`src/rtl/discrete_mapper_pkg.sv`:
```
// discrete_mapper_pkg: mapper numbers, mirroring codes, write FSM encodings and mode decode.
// Build option: DISCRETE_MAPPER_BUSCONFLICT_EN adds the S_RD state.
package discrete_mapper_pkg;
  localparam logic [7:0] MAP_NROM = 8'd0, MAP_UXROM = 8'd2, MAP_CNROM = 8'd3, MAP_AXROM = 8'd7;
  localparam logic [2:0] MIRRHOR = 3'd0, MIRRVER = 3'd1, MIRR4 = 3'd2, MIRRA = 3'd3, MIRRB = 3'd4;
  localparam logic [1:0] S_IDLE = 2'd0, S_ACK = 2'd1;
`ifdef DISCRETE_MAPPER_BUSCONFLICT_EN
  localparam logic [1:0] S_RD = 2'd2;
`endif
  typedef enum logic [1:0] {M_NROM, M_UXROM, M_CNROM, M_AXROM} mode_t;
  function automatic mode_t mode_of(input logic [7:0] mapnum);
    return mapnum == MAP_UXROM ? M_UXROM : mapnum == MAP_CNROM ? M_CNROM :
           mapnum == MAP_AXROM ? M_AXROM : M_NROM;
  endfunction
endpackage

```
`src/rtl/discrete_mapper_if.sv`:
```
// discrete_mapper_if: CPU, PPU, PRG ROM, CHR ROM and CHR RAM buses of the mapper.
// slave: mapper side; master: system side.
interface discrete_mapper_if #(parameter int ADDR_W = 21);
  logic [15:0] memaddr;
  logic [7:0] memwdata, prgrdata;
  logic memwr, prgreq, prgack;
  logic [13:0] vmemaddr;
  logic [7:0] vmemwdata, chrrdata;
  logic vmemwr, chrreq, chrack;
  logic [ADDR_W-1:0] promaddr, cromaddr;
  logic [7:0] promdata, cromdata;
  logic promreq, promack, cromreq, cromack;
  logic [12:0] chrramaddr;
  logic [7:0] chrramrdata, chrramwdata;
  logic chramwr, chrramreq, chrramack;
  modport slave (
    input memaddr, memwdata, memwr, prgreq, vmemaddr, vmemwdata, vmemwr, chrreq,
          promdata, promack, cromdata, cromack, chrramrdata, chrramack,
    output prgrdata, prgack, chrrdata, chrack, promaddr, promreq, cromaddr, cromreq,
           chrramaddr, chrramwdata, chramwr, chrramreq
  );
  modport master (
    output memaddr, memwdata, memwr, prgreq, vmemaddr, vmemwdata, vmemwr, chrreq,
           promdata, promack, cromdata, cromack, chrramrdata, chrramack,
    input prgrdata, prgack, chrrdata, chrack, promaddr, promreq, cromaddr, cromreq,
          chrramaddr, chrramwdata, chramwr, chrramreq
  );
endinterface

```
`src/rtl/discrete_mapper_bankreg.sv`:
```
// discrete_mapper_bankreg: CPU write FSM and the bank register.
// Ports: req/wr/regsel/wdata from the CPU bus; bankreg, idle, wack (write ack), rdreq (bus-conflict ROM read).
// Build option: DISCRETE_MAPPER_BUSCONFLICT_EN adds conflict/promack/promdata and the S_RD read.
module discrete_mapper_bankreg
  import discrete_mapper_pkg::*;
(
  input  logic       clk,
  input  logic       rst,
  input  logic       req,
  input  logic       wr,
  input  logic       regsel,
  input  logic [7:0] wdata,
`ifdef DISCRETE_MAPPER_BUSCONFLICT_EN
  input  logic       conflict,
  input  logic       promack,
  input  logic [7:0] promdata,
`endif
  output logic [7:0] bankreg,
  output logic       idle,
  output logic       wack,
  output logic       rdreq
);
  logic [1:0] state;
  logic go;
  assign idle = state == S_IDLE;
  assign go = idle & req & wr;
`ifdef DISCRETE_MAPPER_BUSCONFLICT_EN
  assign rdreq = state == S_RD;
  assign wack = state == S_ACK | (rdreq & promack);
  // register writes on conflicting mappers latch the AND of CPU data and ROM data
  always_ff @(posedge clk or posedge rst) begin
    if (rst) begin
      state <= S_IDLE;
      bankreg <= '0;
    end else if (go) begin
      state <= regsel & conflict ? S_RD : S_ACK;
      if (regsel & ~conflict) bankreg <= wdata;
    end else if (rdreq & promack) begin
      state <= S_IDLE;
      bankreg <= wdata & promdata;
    end else if (state == S_ACK) begin
      state <= S_IDLE;
    end
  end
`else
  assign rdreq = 1'b0;
  assign wack = state == S_ACK;
  always_ff @(posedge clk or posedge rst) begin
    if (rst) begin
      state <= S_IDLE;
      bankreg <= '0;
    end else if (go) begin
      state <= S_ACK;
      if (regsel) bankreg <= wdata;
    end else if (state == S_ACK) begin
      state <= S_IDLE;
    end
  end
`endif
endmodule

```
`src/rtl/discrete_mapper.sv`:
```
// discrete_mapper: NROM/UxROM/CNROM/AxROM PRG/CHR bank address generation and mirroring.
// Ports: clk, rst (async, active high), header (iNES), mirr (mirroring code), bus (discrete_mapper_if.slave).
// Build option: DISCRETE_MAPPER_BUSCONFLICT_EN emulates bus conflicts on UxROM/CNROM/AxROM register writes.
module discrete_mapper
  import discrete_mapper_pkg::*;
#(
  parameter int PRG_BANK_W = 4,
  parameter int CHR_BANK_W = 2,
  parameter int ADDR_W = 21
) (
  input  logic          clk,
  input  logic          rst,
  input  logic [127:0]  header,
  output logic [2:0]    mirr,
  discrete_mapper_if.slave bus
);
  logic [7:0] prgcnt, chrcnt, bankreg;
  logic chrram, idle, wack, rdreq, rd, unused;
  mode_t mode;
  logic [ADDR_W-1:0] prgmask, nromaddr, uxaddr, axaddr;
  logic [PRG_BANK_W-1:0] uxbank;
  logic [CHR_BANK_W-1:0] chrbank;
  assign mode = mode_of({header[63:60], header[55:52]});
  assign prgcnt = header[39:32];
  assign chrcnt = header[47:40];
  assign chrram = chrcnt == 8'd0;
  // counts are powers of two, so size-1 is an address mask; 128 banks wraps to all ones
  assign prgmask = ADDR_W'({prgcnt, 14'b0}) - ADDR_W'(1);
  assign nromaddr = ADDR_W'(bus.memaddr[14:0]) & prgmask;
  assign uxbank = bus.memaddr[14] ? PRG_BANK_W'(prgcnt - 8'd1)
                                  : bankreg[PRG_BANK_W-1:0] & PRG_BANK_W'(prgcnt - 8'd1);
  assign uxaddr = ADDR_W'({uxbank, bus.memaddr[13:0]});
  assign axaddr = ADDR_W'({bankreg[2:0], bus.memaddr[14:0]}) & prgmask;
  assign chrbank = mode == M_CNROM ? bankreg[CHR_BANK_W-1:0] & CHR_BANK_W'(chrcnt - 8'd1) : '0;
  assign rd = bus.prgreq & ~bus.memwr;
  discrete_mapper_bankreg u_bankreg (
    .clk,
    .rst,
    .req(bus.prgreq),
    .wr(bus.memwr),
    .regsel(bus.memaddr[15]),
    .wdata(bus.memwdata),
`ifdef DISCRETE_MAPPER_BUSCONFLICT_EN
    .conflict(mode != M_NROM),
    .promack(bus.promack),
    .promdata(bus.promdata),
`endif
    .bankreg,
    .idle,
    .wack,
    .rdreq
  );
  assign bus.promaddr = mode == M_UXROM ? uxaddr : mode == M_AXROM ? axaddr : nromaddr;
  assign bus.promreq = (rd & idle) | rdreq;
  assign bus.prgack = wack | (rd & idle & bus.promack);
  assign bus.prgrdata = bus.promdata;
  assign bus.cromreq = ~chrram & bus.chrreq;
  assign bus.cromaddr = chrram ? '0 : ADDR_W'({chrbank, bus.vmemaddr[12:0]});
  assign bus.chrramreq = chrram & bus.chrreq;
  assign bus.chrramaddr = chrram ? bus.vmemaddr[12:0] : '0;
  assign bus.chrramwdata = chrram ? bus.vmemwdata : '0;
  assign bus.chramwr = chrram & bus.vmemwr;
  assign bus.chrack = chrram ? bus.chrramack : bus.cromack;
  assign bus.chrrdata = chrram ? bus.chrramrdata : bus.cromdata;
  assign mirr = mode == M_AXROM ? (bankreg[4] ? MIRRB : MIRRA)
              : header[51] ? MIRR4 : header[48] ? MIRRVER : MIRRHOR;
  assign unused = ^{header[127:64], header[59:56], header[50:49], header[31:0],
                    bankreg[7:5], bus.vmemaddr[13]};
endmodule

```
`src/flat_wrapper.sv`:
```
// flat-port wrapper written by rule: the top's interface ports become plain ports
module discrete_mapper_flat import discrete_mapper_pkg::*;
#(
  parameter int PRG_BANK_W = 4,
  parameter int CHR_BANK_W = 2,
  parameter int ADDR_W = 21
)
  (clk, rst, header, mirr, bus_memaddr, bus_memwdata, bus_memwr, bus_prgreq, bus_vmemaddr, bus_vmemwdata, bus_vmemwr, bus_chrreq, bus_promdata, bus_promack, bus_cromdata, bus_cromack, bus_chrramrdata, bus_chrramack, bus_prgrdata, bus_prgack, bus_chrrdata, bus_chrack, bus_promaddr, bus_promreq, bus_cromaddr, bus_cromreq, bus_chrramaddr, bus_chrramwdata, bus_chramwr, bus_chrramreq);
  discrete_mapper_if #(.ADDR_W(ADDR_W)) bus_i ();
  input  logic clk;
  input  logic rst;
  input  logic [127:0] header;
  output logic [2:0] mirr;
  input wire logic [$bits(bus_i.memaddr)-1:0] bus_memaddr;
  input wire logic [$bits(bus_i.memwdata)-1:0] bus_memwdata;
  input wire logic [$bits(bus_i.memwr)-1:0] bus_memwr;
  input wire logic [$bits(bus_i.prgreq)-1:0] bus_prgreq;
  input wire logic [$bits(bus_i.vmemaddr)-1:0] bus_vmemaddr;
  input wire logic [$bits(bus_i.vmemwdata)-1:0] bus_vmemwdata;
  input wire logic [$bits(bus_i.vmemwr)-1:0] bus_vmemwr;
  input wire logic [$bits(bus_i.chrreq)-1:0] bus_chrreq;
  input wire logic [$bits(bus_i.promdata)-1:0] bus_promdata;
  input wire logic [$bits(bus_i.promack)-1:0] bus_promack;
  input wire logic [$bits(bus_i.cromdata)-1:0] bus_cromdata;
  input wire logic [$bits(bus_i.cromack)-1:0] bus_cromack;
  input wire logic [$bits(bus_i.chrramrdata)-1:0] bus_chrramrdata;
  input wire logic [$bits(bus_i.chrramack)-1:0] bus_chrramack;
  output wire logic [$bits(bus_i.prgrdata)-1:0] bus_prgrdata;
  output wire logic [$bits(bus_i.prgack)-1:0] bus_prgack;
  output wire logic [$bits(bus_i.chrrdata)-1:0] bus_chrrdata;
  output wire logic [$bits(bus_i.chrack)-1:0] bus_chrack;
  output wire logic [$bits(bus_i.promaddr)-1:0] bus_promaddr;
  output wire logic [$bits(bus_i.promreq)-1:0] bus_promreq;
  output wire logic [$bits(bus_i.cromaddr)-1:0] bus_cromaddr;
  output wire logic [$bits(bus_i.cromreq)-1:0] bus_cromreq;
  output wire logic [$bits(bus_i.chrramaddr)-1:0] bus_chrramaddr;
  output wire logic [$bits(bus_i.chrramwdata)-1:0] bus_chrramwdata;
  output wire logic [$bits(bus_i.chramwr)-1:0] bus_chramwr;
  output wire logic [$bits(bus_i.chrramreq)-1:0] bus_chrramreq;
  assign bus_i.memaddr = bus_memaddr;
  assign bus_i.memwdata = bus_memwdata;
  assign bus_i.memwr = bus_memwr;
  assign bus_i.prgreq = bus_prgreq;
  assign bus_i.vmemaddr = bus_vmemaddr;
  assign bus_i.vmemwdata = bus_vmemwdata;
  assign bus_i.vmemwr = bus_vmemwr;
  assign bus_i.chrreq = bus_chrreq;
  assign bus_i.promdata = bus_promdata;
  assign bus_i.promack = bus_promack;
  assign bus_i.cromdata = bus_cromdata;
  assign bus_i.cromack = bus_cromack;
  assign bus_i.chrramrdata = bus_chrramrdata;
  assign bus_i.chrramack = bus_chrramack;
  assign bus_prgrdata = bus_i.prgrdata;
  assign bus_prgack = bus_i.prgack;
  assign bus_chrrdata = bus_i.chrrdata;
  assign bus_chrack = bus_i.chrack;
  assign bus_promaddr = bus_i.promaddr;
  assign bus_promreq = bus_i.promreq;
  assign bus_cromaddr = bus_i.cromaddr;
  assign bus_cromreq = bus_i.cromreq;
  assign bus_chrramaddr = bus_i.chrramaddr;
  assign bus_chrramwdata = bus_i.chrramwdata;
  assign bus_chramwr = bus_i.chramwr;
  assign bus_chrramreq = bus_i.chrramreq;
  discrete_mapper #(.PRG_BANK_W(PRG_BANK_W), .CHR_BANK_W(CHR_BANK_W), .ADDR_W(ADDR_W)) u_core (.clk(clk), .rst(rst), .header(header), .mirr(mirr), .bus(bus_i));
endmodule
```
`config.mk`:
```
export PLATFORM = sky130hd
export DESIGN_NAME = discrete_mapper_flat
export DESIGN_NICKNAME = d
export VERILOG_FILES = /design/src/rtl/discrete_mapper_pkg.sv /design/src/rtl/discrete_mapper_if.sv /design/src/rtl/discrete_mapper_bankreg.sv /design/src/rtl/discrete_mapper.sv /design/src/flat_wrapper.sv
export SDC_FILE = /design/constraint.sdc
export NUM_CORES = 1
export LEC_CHECK = 0
export BUFFER_PORTS_ARGS = -buffer_cell sky130_fd_sc_hd__buf_2
export CAP_MARGIN = 15
export CORE_AREA = 2 2 115 117
export DETAILED_ROUTE_END_ITERATION = 7
export DIE_AREA = 0 0 117 119
export GPL_ROUTABILITY_DRIVEN = 0
export GPL_TIMING_DRIVEN = 1
export PLACE_DENSITY_LB_ADDON = 0.15
export SYNTH_ARGS = -nofsm -noshare
export SYNTH_HDL_FRONTEND = slang
export SYNTH_HIERARCHICAL = 1
export SYNTH_SLANG_ARGS = --single-unit
```
`constraint.sdc`:
```
create_clock -name clk -period 2.3 [get_ports clk]
set_input_delay 0.23 -clock clk [delete_from_list [all_inputs] [get_ports clk]]
set_output_delay 0.23 -clock clk [all_outputs]
set_load 0.05 [all_outputs]
```
==> results.toml <==
[status]
status = "completed"

[cts]
clock_sinks = 6
ctsRootBufferMaster = "clkbuf_16"
h-tree-depth = 1
tritoncts = "done"
clk_latency_ns = 0.23
cts_buffers = 3
clockBufferDepth = 2
path_clk_slew_ns = 0.03

[detailed_routing]
ant_nets = 0
drt_iter0_drc = 16
drcViolationCount = 0
drtPass1Iterations = 4
via_per_inst = 3.15
routedWlPerCell_um = 10.3
vias = 1358
postRouteWirelength_mm = 4.46

[run]
cap_violations = 0

[grt]
grt_start_max_net_pins = 33
grt_pass1_wl_mm = 5.42
gr-total-overflow = 0
grt.total_usage_pct = 4.92
antenna_found_initial = 0
grt_pass1_vias = 1193

[synthesis]
syn_area_per_cell_um2 = 8.09
synth_area_um2 = 1130
synth_warnings = 6
synth_cells = 140

[timing]
finalCritPeriodShare_pct = 95.8
finalHoldViolations = 0
clock_skew_ns = 0.00232
max_freq_ghz = 0.454
setup_violations = 0
rsz0062_at_grt = "yes"
maxSlewViolCount = 0
min_period_ns = 2.20

[die]
fp-row-count = 42
dieArea_um2 = 13900
die_w_um = 117
dieHeight_um = 119
core_um2 = 12900
pin_count = 295
start_util_pct = 8.79

[critical_path]
critical_path_class = "input port to output port"
cp-end-kind = "output port"
cp-start-kind = "input port"
arrival_ns = 1.97
rrSetupSlack_ns = 1.27
cp_max_fo = 8
worst_ep_required_time_ns = 2.07

[cells_and_area]
utilization_pct = 16.4
syn_to_final_growth_pct = 86.5
final_nets = 466
antenna_cells = 0
layout-drive-gt1-share_pct = 63.1

[placement]
place.port_buffers = 131
dp_hpwl_mm = 3.50

[min_path]
hold_path.class = "input port to flip-flop"

[power]
p_per_area_nw_per_um2 = 355
leakage_nw = 1.11
power_mw = 0.751
max-vdd-ir-drop_mv = 0.318
per-layer routing:
layer | global-route usage, % | vias up | part of all wire, %
li1 | - | 652 | -
met1 | 4.74 | 602 | 38
met2 | 9.72 | 100 | 50
met3 | 1.63 | 4 | 11
met4 | 1.25 | 0 | 0.56
met5 | 0 | - | 0
final timing paths:
path                                             startpoint                     endpoint  cells past startpoint
min in group asynchronous                               rst  u_core/u_bankreg/bankreg[0]                      3
worst max register to register    u_core/u_bankreg/state[0]  u_core/u_bankreg/bankreg[2]                      2
worst max-delay path                             header[40]              bus_chrrdata[3]                      9
worst min-delay path                        bus_memwdata[3]  u_core/u_bankreg/bankreg[3]                      2
worst min register to register  u_core/u_bankreg/bankreg[3]  u_core/u_bankreg/bankreg[3]                      1
max in group asynchronous                               rst  u_core/u_bankreg/bankreg[3]                      3
cell usage in the layout, fill, tap and decap left out:
master and count:
clkbuf_4 2, buf_4 19, and3_2 1, a211oi_1 3, clkbuf_16 5, or4b_4 1
mux2i_1 2, nor2_1 3, nor4_1 3, dlygate4sd3_1 1, buf_8 2, buf_2 105
nand2_1 3, and2_1 24, mux2_2 6, nor4_4 1, a21o_1 1, o21ai_0 3
and4_1 1, buf_12 2, xnor2_1 2, conb_1 10, dfrtp_1 6, mux2_1 1
mux2_4 7, nor3_1 1, ha_1 2, inv_1 7, nand4b_4 1, a41oi_1 1
or2_2 1, nor2b_1 15, buf_6 8, nand3_1 4, nand3b_1 1
critical path: stages:
cell	delay (ns)
buf_2	0.10
inv_1	0.06
ha_1	0.14
or4b_4	0.47
nor4_4	0.16
buf_4	0.17
buf_12	0.14
mux2_2	0.34
buf_6	0.15
cell type report:
class / instances / area (um2)
inverters: 7 / 26.3
fillers: 1445 / 10800
well taps: 176 / 220
repair buffers: 141 / 903
multi-input cells: 98 / 737
flip-flops and latches: 6 / 150
clock buffers: 3 / 75.1
through the flow:
step	worst slack, ns	setup TNS (ns)	instances	hold WS (ns)	instance area [um2]
after floorplan	-0.299	-0.598	148	0.0210	1160
after global placement	0.0388	0	422	0.165	1810
after detailed placement	0.0271	0	422	0.167	1810
after CTS	0.0205	0	426	0.240	1900
after global routing	-0.0441	-0.205	431	0.244	2110
final	0.0970	0	431	0.242	2110
flip-flops by register name (all words and copies together) (netlist names):
signal / cells
u_core/u_bankreg/bankreg: 5
u_core/u_bankreg/state: 1
power by group:
group / internal, mW / leakage [nW] / total (mW) / switching, mW
clock network: 0.223 / 0.0370 / 0.277 / 0.0540
logic: 0.126 / 0.996 / 0.326 / 0.200
registers: 0.126 / 0.0724 / 0.148 / 0.0214
total: 0.475 / 1.11 / 0.751 / 0.276
timing repair:
action / CTS / global route
gates resized for setup: 0 / 73
hold buffers: 1 / 0
setup buffers: 0 / 3
setup endpoints to repair: 0 / 17
endpoints found under the hold margin: 6 / 0
Power figures use the tool's default switching activity.
